$ cat src/rtl/dmem_pkg.sv
// Shared constants, FSM encoding and access-width helpers for the data-memory arbiter.
package dmem_pkg;

  localparam int unsigned DefAddrWidth = 9;

  // RISC-V load/store width codes
  localparam logic [2:0] Func3B  = 3'b000;
  localparam logic [2:0] Func3H  = 3'b001;
  localparam logic [2:0] Func3W  = 3'b010;
  localparam logic [2:0] Func3Bu = 3'b100;
  localparam logic [2:0] Func3Hu = 3'b101;

  typedef enum logic [1:0] {
    StIdle   = 2'd0,
    StAccess = 2'd1,
    StResp   = 2'd2
  } state_e;

  // Undefined width codes behave as a full word.
  function automatic logic [2:0] norm_func3(input logic [2:0] func3);
    case (func3)
      Func3B, Func3H, Func3W, Func3Bu, Func3Hu: norm_func3 = func3;
      default:                                  norm_func3 = Func3W;
    endcase
  endfunction

  function automatic logic is_aligned(input logic [2:0] func3, input logic [1:0] addr_lsb);
    case (norm_func3(func3))
      Func3B, Func3Bu: is_aligned = 1'b1;
      Func3H, Func3Hu: is_aligned = ~addr_lsb[0];
      default:         is_aligned = (addr_lsb == 2'b00);
    endcase
  endfunction

endpackage

$ cat src/rtl/dmem_arbiter_if.sv
// Request/response bundle for both requesters plus the RAM-side signals.
interface dmem_arbiter_if
  import dmem_pkg::*;
#(
  parameter int unsigned ADDR_WIDTH = DefAddrWidth
) ();

  logic                  req0, req1;
  logic                  we0, we1;
  logic [ADDR_WIDTH-1:0] addr0, addr1;
  logic [31:0]           wdata0, wdata1;
  logic [2:0]            func3_0, func3_1;
  logic                  gnt0, gnt1;
  logic                  rvalid0, rvalid1;
  logic [31:0]           rdata0, rdata1;
  logic                  err0, err1;
  logic                  stall0;

  logic                  mem_we;
  logic [ADDR_WIDTH-1:0] mem_addr;
  logic [31:0]           mem_data;
  logic [2:0]            mem_func3;
  logic [31:0]           mem_q;

  // Arbiter side
  modport slave (
    input  req0, req1, we0, we1, addr0, addr1, wdata0, wdata1, func3_0, func3_1,
    output gnt0, gnt1, rvalid0, rvalid1, rdata0, rdata1, err0, err1, stall0,
    output mem_we, mem_addr, mem_data, mem_func3,
    input  mem_q
  );

  // Requester / RAM side
  modport master (
    output req0, req1, we0, we1, addr0, addr1, wdata0, wdata1, func3_0, func3_1,
    input  gnt0, gnt1, rvalid0, rvalid1, rdata0, rdata1, err0, err1, stall0,
    input  mem_we, mem_addr, mem_data, mem_func3,
    output mem_q
  );

endinterface

$ cat src/rtl/rr_arb2.sv
// Two-way round-robin selector with a last-served pointer.
module rr_arb2 (
  input  logic       clk,
  input  logic       rst_n,
  input  logic [1:0] req_i,
  input  logic       accept_i,
  output logic       valid_o,
  output logic       win_o
);

  logic last_q, last_d;

  // Lone requester wins; on a tie the port not served last wins.
  always_comb begin
    valid_o = |req_i;
    if (&req_i) begin
      win_o = ~last_q;
    end else begin
      win_o = req_i[1];
    end
    last_d = accept_i ? win_o : last_q;
  end

  // Pointer resets to port 1 so port 0 takes the first tie.
  always_ff @(posedge clk or negedge rst_n) begin
    if (!rst_n) begin
      last_q <= 1'b1;
    end else begin
      last_q <= last_d;
    end
  end

endmodule

$ cat src/rtl/dmem_arbiter.sv
// Two-port arbiter in front of a single-port data RAM: IDLE -> ACCESS -> RESP.
module dmem_arbiter
  import dmem_pkg::*;
#(
  parameter int unsigned ADDR_WIDTH = DefAddrWidth
) (
  input logic          clk,
  input logic          rst_n,
  dmem_arbiter_if.slave bus
);

  state_e                state_q, state_d;
  logic                  win_q, win_d;
  logic                  hold_we_q, hold_we_d;
  logic [ADDR_WIDTH-1:0] hold_addr_q, hold_addr_d;
  logic [31:0]           hold_wdata_q, hold_wdata_d;
  logic [2:0]            hold_func3_q, hold_func3_d;
  logic [1:0]            gnt_q, gnt_d;
  logic [1:0]            rvalid_q, rvalid_d;
  logic [1:0]            err_q, err_d;
  logic [31:0]           rdata0_q, rdata0_d;
  logic [31:0]           rdata1_q, rdata1_d;

  logic        arb_valid, arb_win, accept;
  logic        hold_aligned;
  logic [31:0] resp_data;

  rr_arb2 u_rr_arb2 (
    .clk      (clk),
    .rst_n    (rst_n),
    .req_i    ({bus.req1, bus.req0}),
    .accept_i (accept),
    .valid_o  (arb_valid),
    .win_o    (arb_win)
  );

  assign hold_aligned = is_aligned(hold_func3_q, hold_addr_q[1:0]);
  // Stores and misaligned accesses return zero.
  assign resp_data    = (hold_we_q || !hold_aligned) ? 32'h0 : bus.mem_q;

  // Next-state: accept in IDLE/RESP, complete at the end of ACCESS.
  always_comb begin
    state_d      = state_q;
    win_d        = win_q;
    hold_we_d    = hold_we_q;
    hold_addr_d  = hold_addr_q;
    hold_wdata_d = hold_wdata_q;
    hold_func3_d = hold_func3_q;
    gnt_d        = 2'b00;
    rvalid_d     = 2'b00;
    err_d        = 2'b00;
    rdata0_d     = rdata0_q;
    rdata1_d     = rdata1_q;
    accept       = 1'b0;
    case (state_q)
      StIdle, StResp: begin
        if (arb_valid) begin
          accept       = 1'b1;
          win_d        = arb_win;
          hold_we_d    = arb_win ? bus.we1 : bus.we0;
          hold_addr_d  = arb_win ? bus.addr1 : bus.addr0;
          hold_wdata_d = arb_win ? bus.wdata1 : bus.wdata0;
          hold_func3_d = norm_func3(arb_win ? bus.func3_1 : bus.func3_0);
          gnt_d[arb_win] = 1'b1;
          state_d      = StAccess;
        end else begin
          state_d = StIdle;
        end
      end
      StAccess: begin
        rvalid_d[win_q] = 1'b1;
        err_d[win_q]    = ~hold_aligned;
        if (win_q) begin
          rdata1_d = resp_data;
        end else begin
          rdata0_d = resp_data;
        end
        state_d = StResp;
      end
      default: state_d = StIdle;
    endcase
  end

  // FSM and registered outputs; reset clears everything asynchronously.
  always_ff @(posedge clk or negedge rst_n) begin
    if (!rst_n) begin
      state_q      <= StIdle;
      win_q        <= 1'b0;
      hold_we_q    <= 1'b0;
      hold_addr_q  <= '0;
      hold_wdata_q <= '0;
      hold_func3_q <= '0;
      gnt_q        <= 2'b00;
      rvalid_q     <= 2'b00;
      err_q        <= 2'b00;
      rdata0_q     <= '0;
      rdata1_q     <= '0;
    end else begin
      state_q      <= state_d;
      win_q        <= win_d;
      hold_we_q    <= hold_we_d;
      hold_addr_q  <= hold_addr_d;
      hold_wdata_q <= hold_wdata_d;
      hold_func3_q <= hold_func3_d;
      gnt_q        <= gnt_d;
      rvalid_q     <= rvalid_d;
      err_q        <= err_d;
      rdata0_q     <= rdata0_d;
      rdata1_q     <= rdata1_d;
    end
  end

  // Write enable decoded from state so an async reset drops it at once.
  always_comb begin
    bus.mem_we    = (state_q == StAccess) && hold_we_q && hold_aligned;
    bus.mem_addr  = hold_addr_q;
    bus.mem_data  = hold_wdata_q;
    bus.mem_func3 = hold_func3_q;
    bus.gnt0      = gnt_q[0];
    bus.gnt1      = gnt_q[1];
    bus.rvalid0   = rvalid_q[0];
    bus.rvalid1   = rvalid_q[1];
    bus.err0      = err_q[0];
    bus.err1      = err_q[1];
    bus.rdata0    = rdata0_q;
    bus.rdata1    = rdata1_q;
    bus.stall0    = bus.req0 & ~gnt_q[0] & ~rvalid_q[0];
  end

endmodule

$ cat src/flat_wrapper.sv
// flat-port wrapper written by rule: the top's interface ports become plain ports
module dmem_arbiter_flat import dmem_pkg::*;
#(
  parameter int unsigned ADDR_WIDTH = DefAddrWidth
)
  (clk, rst_n, bus_req0, bus_req1, bus_we0, bus_we1, bus_addr0, bus_addr1, bus_wdata0, bus_wdata1, bus_func3_0, bus_func3_1, bus_gnt0, bus_gnt1, bus_rvalid0, bus_rvalid1, bus_rdata0, bus_rdata1, bus_err0, bus_err1, bus_stall0, bus_mem_we, bus_mem_addr, bus_mem_data, bus_mem_func3, bus_mem_q);
  dmem_arbiter_if #(.ADDR_WIDTH(ADDR_WIDTH)) bus_i ();
  input logic clk;
  input logic rst_n;
  input wire logic [$bits(bus_i.req0)-1:0] bus_req0;
  input wire logic [$bits(bus_i.req1)-1:0] bus_req1;
  input wire logic [$bits(bus_i.we0)-1:0] bus_we0;
  input wire logic [$bits(bus_i.we1)-1:0] bus_we1;
  input wire logic [$bits(bus_i.addr0)-1:0] bus_addr0;
  input wire logic [$bits(bus_i.addr1)-1:0] bus_addr1;
  input wire logic [$bits(bus_i.wdata0)-1:0] bus_wdata0;
  input wire logic [$bits(bus_i.wdata1)-1:0] bus_wdata1;
  input wire logic [$bits(bus_i.func3_0)-1:0] bus_func3_0;
  input wire logic [$bits(bus_i.func3_1)-1:0] bus_func3_1;
  output wire logic [$bits(bus_i.gnt0)-1:0] bus_gnt0;
  output wire logic [$bits(bus_i.gnt1)-1:0] bus_gnt1;
  output wire logic [$bits(bus_i.rvalid0)-1:0] bus_rvalid0;
  output wire logic [$bits(bus_i.rvalid1)-1:0] bus_rvalid1;
  output wire logic [$bits(bus_i.rdata0)-1:0] bus_rdata0;
  output wire logic [$bits(bus_i.rdata1)-1:0] bus_rdata1;
  output wire logic [$bits(bus_i.err0)-1:0] bus_err0;
  output wire logic [$bits(bus_i.err1)-1:0] bus_err1;
  output wire logic [$bits(bus_i.stall0)-1:0] bus_stall0;
  output wire logic [$bits(bus_i.mem_we)-1:0] bus_mem_we;
  output wire logic [$bits(bus_i.mem_addr)-1:0] bus_mem_addr;
  output wire logic [$bits(bus_i.mem_data)-1:0] bus_mem_data;
  output wire logic [$bits(bus_i.mem_func3)-1:0] bus_mem_func3;
  input wire logic [$bits(bus_i.mem_q)-1:0] bus_mem_q;
  assign bus_i.req0 = bus_req0;
  assign bus_i.req1 = bus_req1;
  assign bus_i.we0 = bus_we0;
  assign bus_i.we1 = bus_we1;
  assign bus_i.addr0 = bus_addr0;
  assign bus_i.addr1 = bus_addr1;
  assign bus_i.wdata0 = bus_wdata0;
  assign bus_i.wdata1 = bus_wdata1;
  assign bus_i.func3_0 = bus_func3_0;
  assign bus_i.func3_1 = bus_func3_1;
  assign bus_gnt0 = bus_i.gnt0;
  assign bus_gnt1 = bus_i.gnt1;
  assign bus_rvalid0 = bus_i.rvalid0;
  assign bus_rvalid1 = bus_i.rvalid1;
  assign bus_rdata0 = bus_i.rdata0;
  assign bus_rdata1 = bus_i.rdata1;
  assign bus_err0 = bus_i.err0;
  assign bus_err1 = bus_i.err1;
  assign bus_stall0 = bus_i.stall0;
  assign bus_mem_we = bus_i.mem_we;
  assign bus_mem_addr = bus_i.mem_addr;
  assign bus_mem_data = bus_i.mem_data;
  assign bus_mem_func3 = bus_i.mem_func3;
  assign bus_i.mem_q = bus_mem_q;
  dmem_arbiter #(.ADDR_WIDTH(ADDR_WIDTH)) u_core (.clk(clk), .rst_n(rst_n), .bus(bus_i));
endmodule
$ cat config.mk
export PLATFORM = sky130hd
export DESIGN_NAME = dmem_arbiter_flat
export DESIGN_NICKNAME = d
export VERILOG_FILES = /design/src/rtl/dmem_pkg.sv /design/src/rtl/dmem_arbiter_if.sv /design/src/rtl/rr_arb2.sv /design/src/rtl/dmem_arbiter.sv /design/src/flat_wrapper.sv
export SDC_FILE = /design/constraint.sdc
export NUM_CORES = 1
export LEC_CHECK = 0
export ABC_AREA = 1
export ABC_CLOCK_PERIOD_IN_PS = 1710
export BUFFER_PORTS_ARGS = -buffer_cell sky130_fd_sc_hd__buf_2
export CORE_MARGIN = 2
export CORE_UTILIZATION = 35
export CTS_CLUSTER_SIZE = 20
export DETAILED_ROUTE_END_ITERATION = 12
export GPL_ROUTABILITY_DRIVEN = 1
export GPL_TIMING_DRIVEN = 0
export SYNTH_ARGS = -nofsm -noshare
export SYNTH_HDL_FRONTEND = slang
export SYNTH_SLANG_ARGS = --single-unit
export TNS_END_PERCENT = 1
$ cat constraint.sdc
create_clock -name clk -period 1.71 [get_ports clk]
set_input_delay 0.342 -clock clk [delete_from_list [all_inputs] [get_ports clk]]
set_output_delay 0.342 -clock clk [all_outputs]
set_load 0.02 [all_outputs]
# After elaboration in Yosys (flattened, before gate mapping)
# Index checks and enable logic that the tools add are counted.
# classes
magnitude_cmp,4
eq_ne,13
muxes,21
n_bitwise,9
reduce_logical,21
# ops
operator,count
$mux W32,2
$eq A3 B3 Y1 const B,6
$reduce_or A5 Y1,2
$eq A3 B1 Y1 const B,3
$logic_not A3 Y1,3
$mux W3,3
$mux W9,1
$mux W2,4
$reduce_and A2 Y1,4
$reduce_or A2 Y1,4
$mux W1,7
$eq A3 B2 Y1 const B,2
$not A1 Y1,6
$logic_and A1 B1 Y1,4
$logic_not A2 Y1,2
$lt A1 B2 Y1 const B,2
$pmux W2 S2,1
$and A1 B1 Y1,2
$and A2 B2 Y2,1
$demux W1 S1,2
$eq A2 B1 Y1 const B,1
$eq A2 B2 Y1 const B,1
$ge A1 B1 Y1 const B,2
$pmux W1 S2,1
other kinds (2),2
# totals
reg_bits,119
word_cells,80

# Logic depth before layout (Yosys ltp)
# logic_depth
word_depth,9
mapped_depth,7
ltp_nobuf,6

# By module
# A second synthesis with hierarchy kept.
# hier_totals
hier_cells,565
area_unflattened_um2,4953.5
# modules_own_cells
module,instances,cells_per_inst,area_each_um2
dmem_arbiter,1,557,4894.7
rr_arb2,1,8,58.8

# Worst setup path after synthesis
# OpenSTA, ideal clock, no wires.
# synth_timing
path_type,reg2out
start,"register u_core.hold_addr_q[1], in the netlist u_core.bus.mem_addr[1]"
end,output port bus_mem_we
arrival_ps,1295
required_time_ps,1368
slack_ps,73
stages_incl_launch_ff,6
path_buffers,1
path_cell_list,dfrtp_1 or2_1 nand2_1 buf_2 nand2_1 nor2_1
# synth_between
elab_chain_len,3
# synth_rtl
item,line_no,source
from (decl),dmem_arbiter.sv:15,"logic [ADDR_WIDTH-1:0] hold_addr_q, hold_addr_d;"
from (signal assigned),dmem_arbiter.sv:102,hold_addr_q <= hold_addr_d;
$logic_not A2 Y1,dmem_pkg.sv:31,default: is_aligned = (addr_lsb == 2'b00);
$pmux W1 S2,dmem_pkg.sv:28,case (norm_func3(func3))
$logic_and A1 B1 Y1,dmem_arbiter.sv:115,bus.mem_we = (state_q == StAccess) && hold_we_q && hold_aligned;
to (decl),flat_wrapper.sv:29,output wire logic [$bits(bus_i.mem_we)-1:0] bus_mem_we;
# No other way between the ends.

# Final worst setup path
# layout_timing
start,"register u_core.hold_addr_q[0], in the netlist u_core.bus.mem_addr[0]"
end,output port bus_mem_we
# layout_between
elab_chain_len,3
# layout_rtl
item,line_no
$logic_not A2 Y1 or $not A1 Y1 (tied branches),"dmem_pkg.sv:31, dmem_pkg.sv:30"
$pmux W1 S2 *,dmem_pkg.sv:28
$logic_and A1 B1 Y1 *,dmem_arbiter.sv:115
# Mark *: on every way between the ends. The rest lies on a longest branch, timed or not.

==> summary by stage <==
Timing
The actual transition at the worst max-transition pin is 474 ps. The number of setup violations in the final report is 1. Setup repair after global routing could not meet its margin everywhere. The post-layout minimum cycle time is 1830 ps. In this run the tightest slew margin relative to its limit is 68.4%.

The sum of negative setup slack is -116 ps. Setup slack on the critical path of the routed design comes to -116 ps. The timing-limited maximum frequency is 0.548 GHz. The final number of max-transition violations is 0. The worst hold slack across all endpoints is 126 ps. After layout, the worst path uses 107% of the clock period. The worst-case clock skew is 7.33 ps. The count of endpoints failing hold in the final timing report is 0.

Critical path
The worst setup slack for register-to-register paths is 190 ps. The source of the critical timing path is u_core.bus.mem_addr[0]$_DFFE_PN0P_. The startpoint identified for the worst register-to-register timing path is u_core.bus.mem_addr[0]$_DFFE_PN0P_.

The largest driver fanout on the critical path is 4. The worst setup path is launched from a flop. The worst setup path is of the flop to output pin kind. The path depth of the worst reg2reg path is 8. The kind of end point of the critical path is an output pin. STA puts the critical path data arrival time at 1480 ps. The reg-to-reg endpoint is u_core.bus.rdata0[19]$_DFFE_PN0P_. The data required time at the worst endpoint is 1370 ps.

Power and ir drop
The part of the power in the clock network is 30.4%. The internal cell power is 7.33 mW. The leakage power summed over all cells is 4.33 nW. The power density relative to cell area is 1570 mW/mm2.

In this run switching power makes up 37.1% of total power. Sequential cells burn 35.7% of the power. VDD sags by at most 0.714 mV.

Combinational logic burns 33.8% of the power. The analysis attributes to net switching a power of 4.33 mW.

Route
After detailed routing, the total wire length is 15.9 mm. The count of nets left with antenna violations once routing finished came out at 0. After detailed routing, the number of remaining DRC violations is 0. The starting DRC count in detailed routing is 218. The iteration count of the initial detailed-routing pass is 4. In the routed layout, each cell is associated on average with a via count of 4.69. The wire length per cell after detailed routing is 14.8 um.

The vias after detailed routing is 5040.

Clock network
The clock transition at the registers of the reported paths is 60 ps. The clock passes through at most 2 buffers. The total clock sinks is 119. The clock buffer count from CTS is 17. The worst-skew pair later-pin latency is 420 ps. The TritonCTS clock tree is built. The cell at the root of the clock tree is sky130_fd_sc_hd__clkbuf_16. The clock tree synthesis step divided the H-tree into 4 levels.

Placed design
The number of I/O port buffers is 241. The sum of net half-perimeters after detailed placement is 12.0 mm. The instance area at placement is 0.00673 mm2. The placer's final routability congestion estimate is 0.776.

GRT
The number of antenna violations at the first check in global routing is 0. For met1 alone, demand over resource in global routing was 26.3%. The total congestion overflow is 0. The number of global-route vias before repair is 5010.

In the global route stage, met2 resource usage came out at 33.1%. The global-route wire length before repair is 26.0 mm. The met3 demand-to-capacity share in global routing is 8.01%. The routing layer with the top usage in global route is met2. The aggregate global-route resource usage is 20.8%. The pin count of the biggest net entering global routing is 89.

Outcome
The final reports fail on negative setup slack. The flow ran to the end, but the final reports show violations.

Synth
In this run, synthesis produced a sequential element count of 119. Synthesis handed over a netlist of 610 instances. By area the synthesized netlist is led by sky130_fd_sc_hd__dfrtp_1 56%, sky130_fd_sc_hd__nand2_1 20%, sky130_fd_sc_hd__nand4_1 7.6%, sky130_fd_sc_hd__o211ai_1 5.6%, sky130_fd_sc_hd__inv_1 3.3%. The area share of the largest cell type after synthesis is 56.2%. The number of warnings issued by yosys is 0. After synthesis the cells add up to 0.00526 mm2.

After Yosys synthesis, full adders, half adders and majority gates account for 0% of the synthesized area. Dividing the synthesized area by the synthesized cell count gives 8.61 um2. The xor-xnor portion of the synthesized cell area is 0%. The cell taking the most area after synthesis is sky130_fd_sc_hd__dfrtp_1. For this run, the register share of the synthesized area comes to 56.7%. The post-synthesis mux area share is 0%. The share of synthesized cell area in and, or, nand and nor gates is 29.2%. The synthesized netlist devotes 5.93% of its cell area to compound gates. The count of cell types in the netlist is 21.

The combinational family with the most area after synthesis is simple AND/OR/NAND/NOR gates. The post-synthesis net count is 736.

Hold path
The worst hold path was traced through 3 stages. The class of the tightest hold or removal check is input port to flop. The worst-case hold path end point is u_core.bus.mem_addr[8]$_DFFE_PN0P_. In this run the most critical hold path is launched from bus_addr0[8].

Final layout
The number of antenna diodes in the final layout is 0. In the layout the commonest cells are 271 x sky130_fd_sc_hd__nand2_1, 261 x sky130_fd_sc_hd__buf_2, 118 x sky130_fd_sc_hd__dfrtp_1. Leaving out fill and tap cells, the most frequent cell in the layout is sky130_fd_sc_hd__nand2_1. With fillers left out, the area of the finished cells amounts to 0.00740 mm2.

The utilization after layout is 50.8%. The relative area change from synthesis to final layout is 40.9%. At the end of the flow, the number of nets in the layout was 1004. Of the cells placed in the final design, the portion with a size suffix greater than 1 is 36.9%.

Floorplanning
The standard-cell row count is 44. The x dimension of the die is 127 um. The die is 127 um tall.

The starting density of the core is 36.0%. The core region is 0.0146 mm2. The count of pins on the block boundary is 242. The total die area is 0.0160 mm2.

Job
The tool flagged a number of max-cap violations equal to 0.
==> sequential cells by signal (all words and copies together), names as in the netlist <==
name                     flops
u_core.bus.mem_func3         3
u_core.bus.rdata0           32
u_core.hold_we_q             1
u_core.win_q                 1
u_core.rvalid_q              2
u_core.bus.rdata1           32
u_core.bus.mem_data         32
u_core.u_rr_arb2.last_q      1
u_core.gnt_q                 2
u_core.bus.mem_addr          9
u_core.err_q                 2
u_core.state_q               2
==> cells in the mapped netlist <==
| cell | count |
|---|---|
| sky130_fd_sc_hd__inv_2 | 5 |
| sky130_fd_sc_hd__nand2_1 | 273 |
| sky130_fd_sc_hd__dfrtp_1 | 118 |
| sky130_fd_sc_hd__inv_1 | 46 |
| sky130_fd_sc_hd__nor2_1 | 3 |
| sky130_fd_sc_hd__o211ai_1 | 39 |
| sky130_fd_sc_hd__nand4_1 | 64 |
| sky130_fd_sc_hd__o21ai_2 | 1 |
| sky130_fd_sc_hd__nor2_2 | 2 |
| sky130_fd_sc_hd__buf_4 | 13 |
| sky130_fd_sc_hd__buf_2 | 23 |
| sky130_fd_sc_hd__nand2_2 | 1 |
| sky130_fd_sc_hd__nand3b_1 | 1 |
| sky130_fd_sc_hd__nand3_1 | 7 |
| sky130_fd_sc_hd__clkbuf_1 | 7 |
| sky130_fd_sc_hd__o21ai_0 | 1 |
| sky130_fd_sc_hd__nor2_4 | 2 |
| sky130_fd_sc_hd__or2_1 | 1 |
| sky130_fd_sc_hd__o21ai_1 | 1 |
| sky130_fd_sc_hd__dfstp_2 | 1 |
| sky130_fd_sc_hd__nor3b_1 | 1 |
==> layer usage <==
metal / wire length, um / vias to the layer above
li1: - / 2523
met1: 6790 / 2289
met2: 7320 / 208
met3: 1590 / 20
met4: 207 / 0
met5: 0 / -
==> kinds of logic after synthesis <==
kind of cell / after synthesis
simple gates: 355
flops: 119
buf+inv: 94
compound gates: 42
==> power by group through the flow <==
| stage | Combinational (mW) | Clock, mW | Sequential [mW] |
|---|---|---|---|
| after CTS | 3.98 | 3.61 | 4.16 |
| after global placement | 3.84 | 0 | 4.20 |
| final | 3.94 | 3.55 | 4.16 |
| after floorplan | 1.31 | 0 | 5.21 |
| after detailed placement | 3.90 | 0 | 4.19 |
| after global routing | 4.33 | 3.76 | 4.27 |
==> area by class of cell <==
class	instances	area (um2)
buffer	43	245
multi-input combinational	397	1860
clock buffer	24	502
sequential	119	2980
inverter	51	191
fill	1429	7180
clock inverter	7	92.6
tap	184	230
timing repair buffer	249	1300
==> worst max-delay path: stages, from the launching register on <==
cell and delay (ps):
sky130_fd_sc_hd__dfrtp_1 400, sky130_fd_sc_hd__or2_1 220, sky130_fd_sc_hd__nand2_2 90, sky130_fd_sc_hd__buf_6 110, sky130_fd_sc_hd__nand2_4 40, sky130_fd_sc_hd__nor2_4 80
sky130_fd_sc_hd__buf_6 120
==> worst max path at each step <==
stage               slack (ps)  cells past startpoint                                   to
floorplan                   70                      5                           bus_mem_we
global route              -230                      6                           bus_mem_we
detailed placement         -50                      6                           bus_mem_we
CTS                       -180                      6                           bus_mem_we
finish                    -120                      6                           bus_mem_we
global placement         -1280                      1  u_core.bus.mem_data[24]$_DFFE_PN0P_
==> per-stage QoR <==
stage / worst slack [ps] / total power [mW] / std cells
after floorplan: 72.8 / 6.51 / 610
after global placement: -1280 / 8.04 / 1035
after detailed placement: -51.3 / 8.09 / 1036
after CTS: -184 / 11.8 / 1073
after global routing: -227 / 12.4 / 1074
final: -116 / 11.7 / 1074
==> repair_timing <==
item / CTS / global route
hold buffers: 1 / 0
setup buffers: 5 / 1
pin swaps: 1 / 1
hold endpoints to repair: 31 / 0
endpoints found under the setup margin: 1 / 1
gates resized for setup: 7 / 2
No activity file was read; power rests on OpenSTA's default activity.
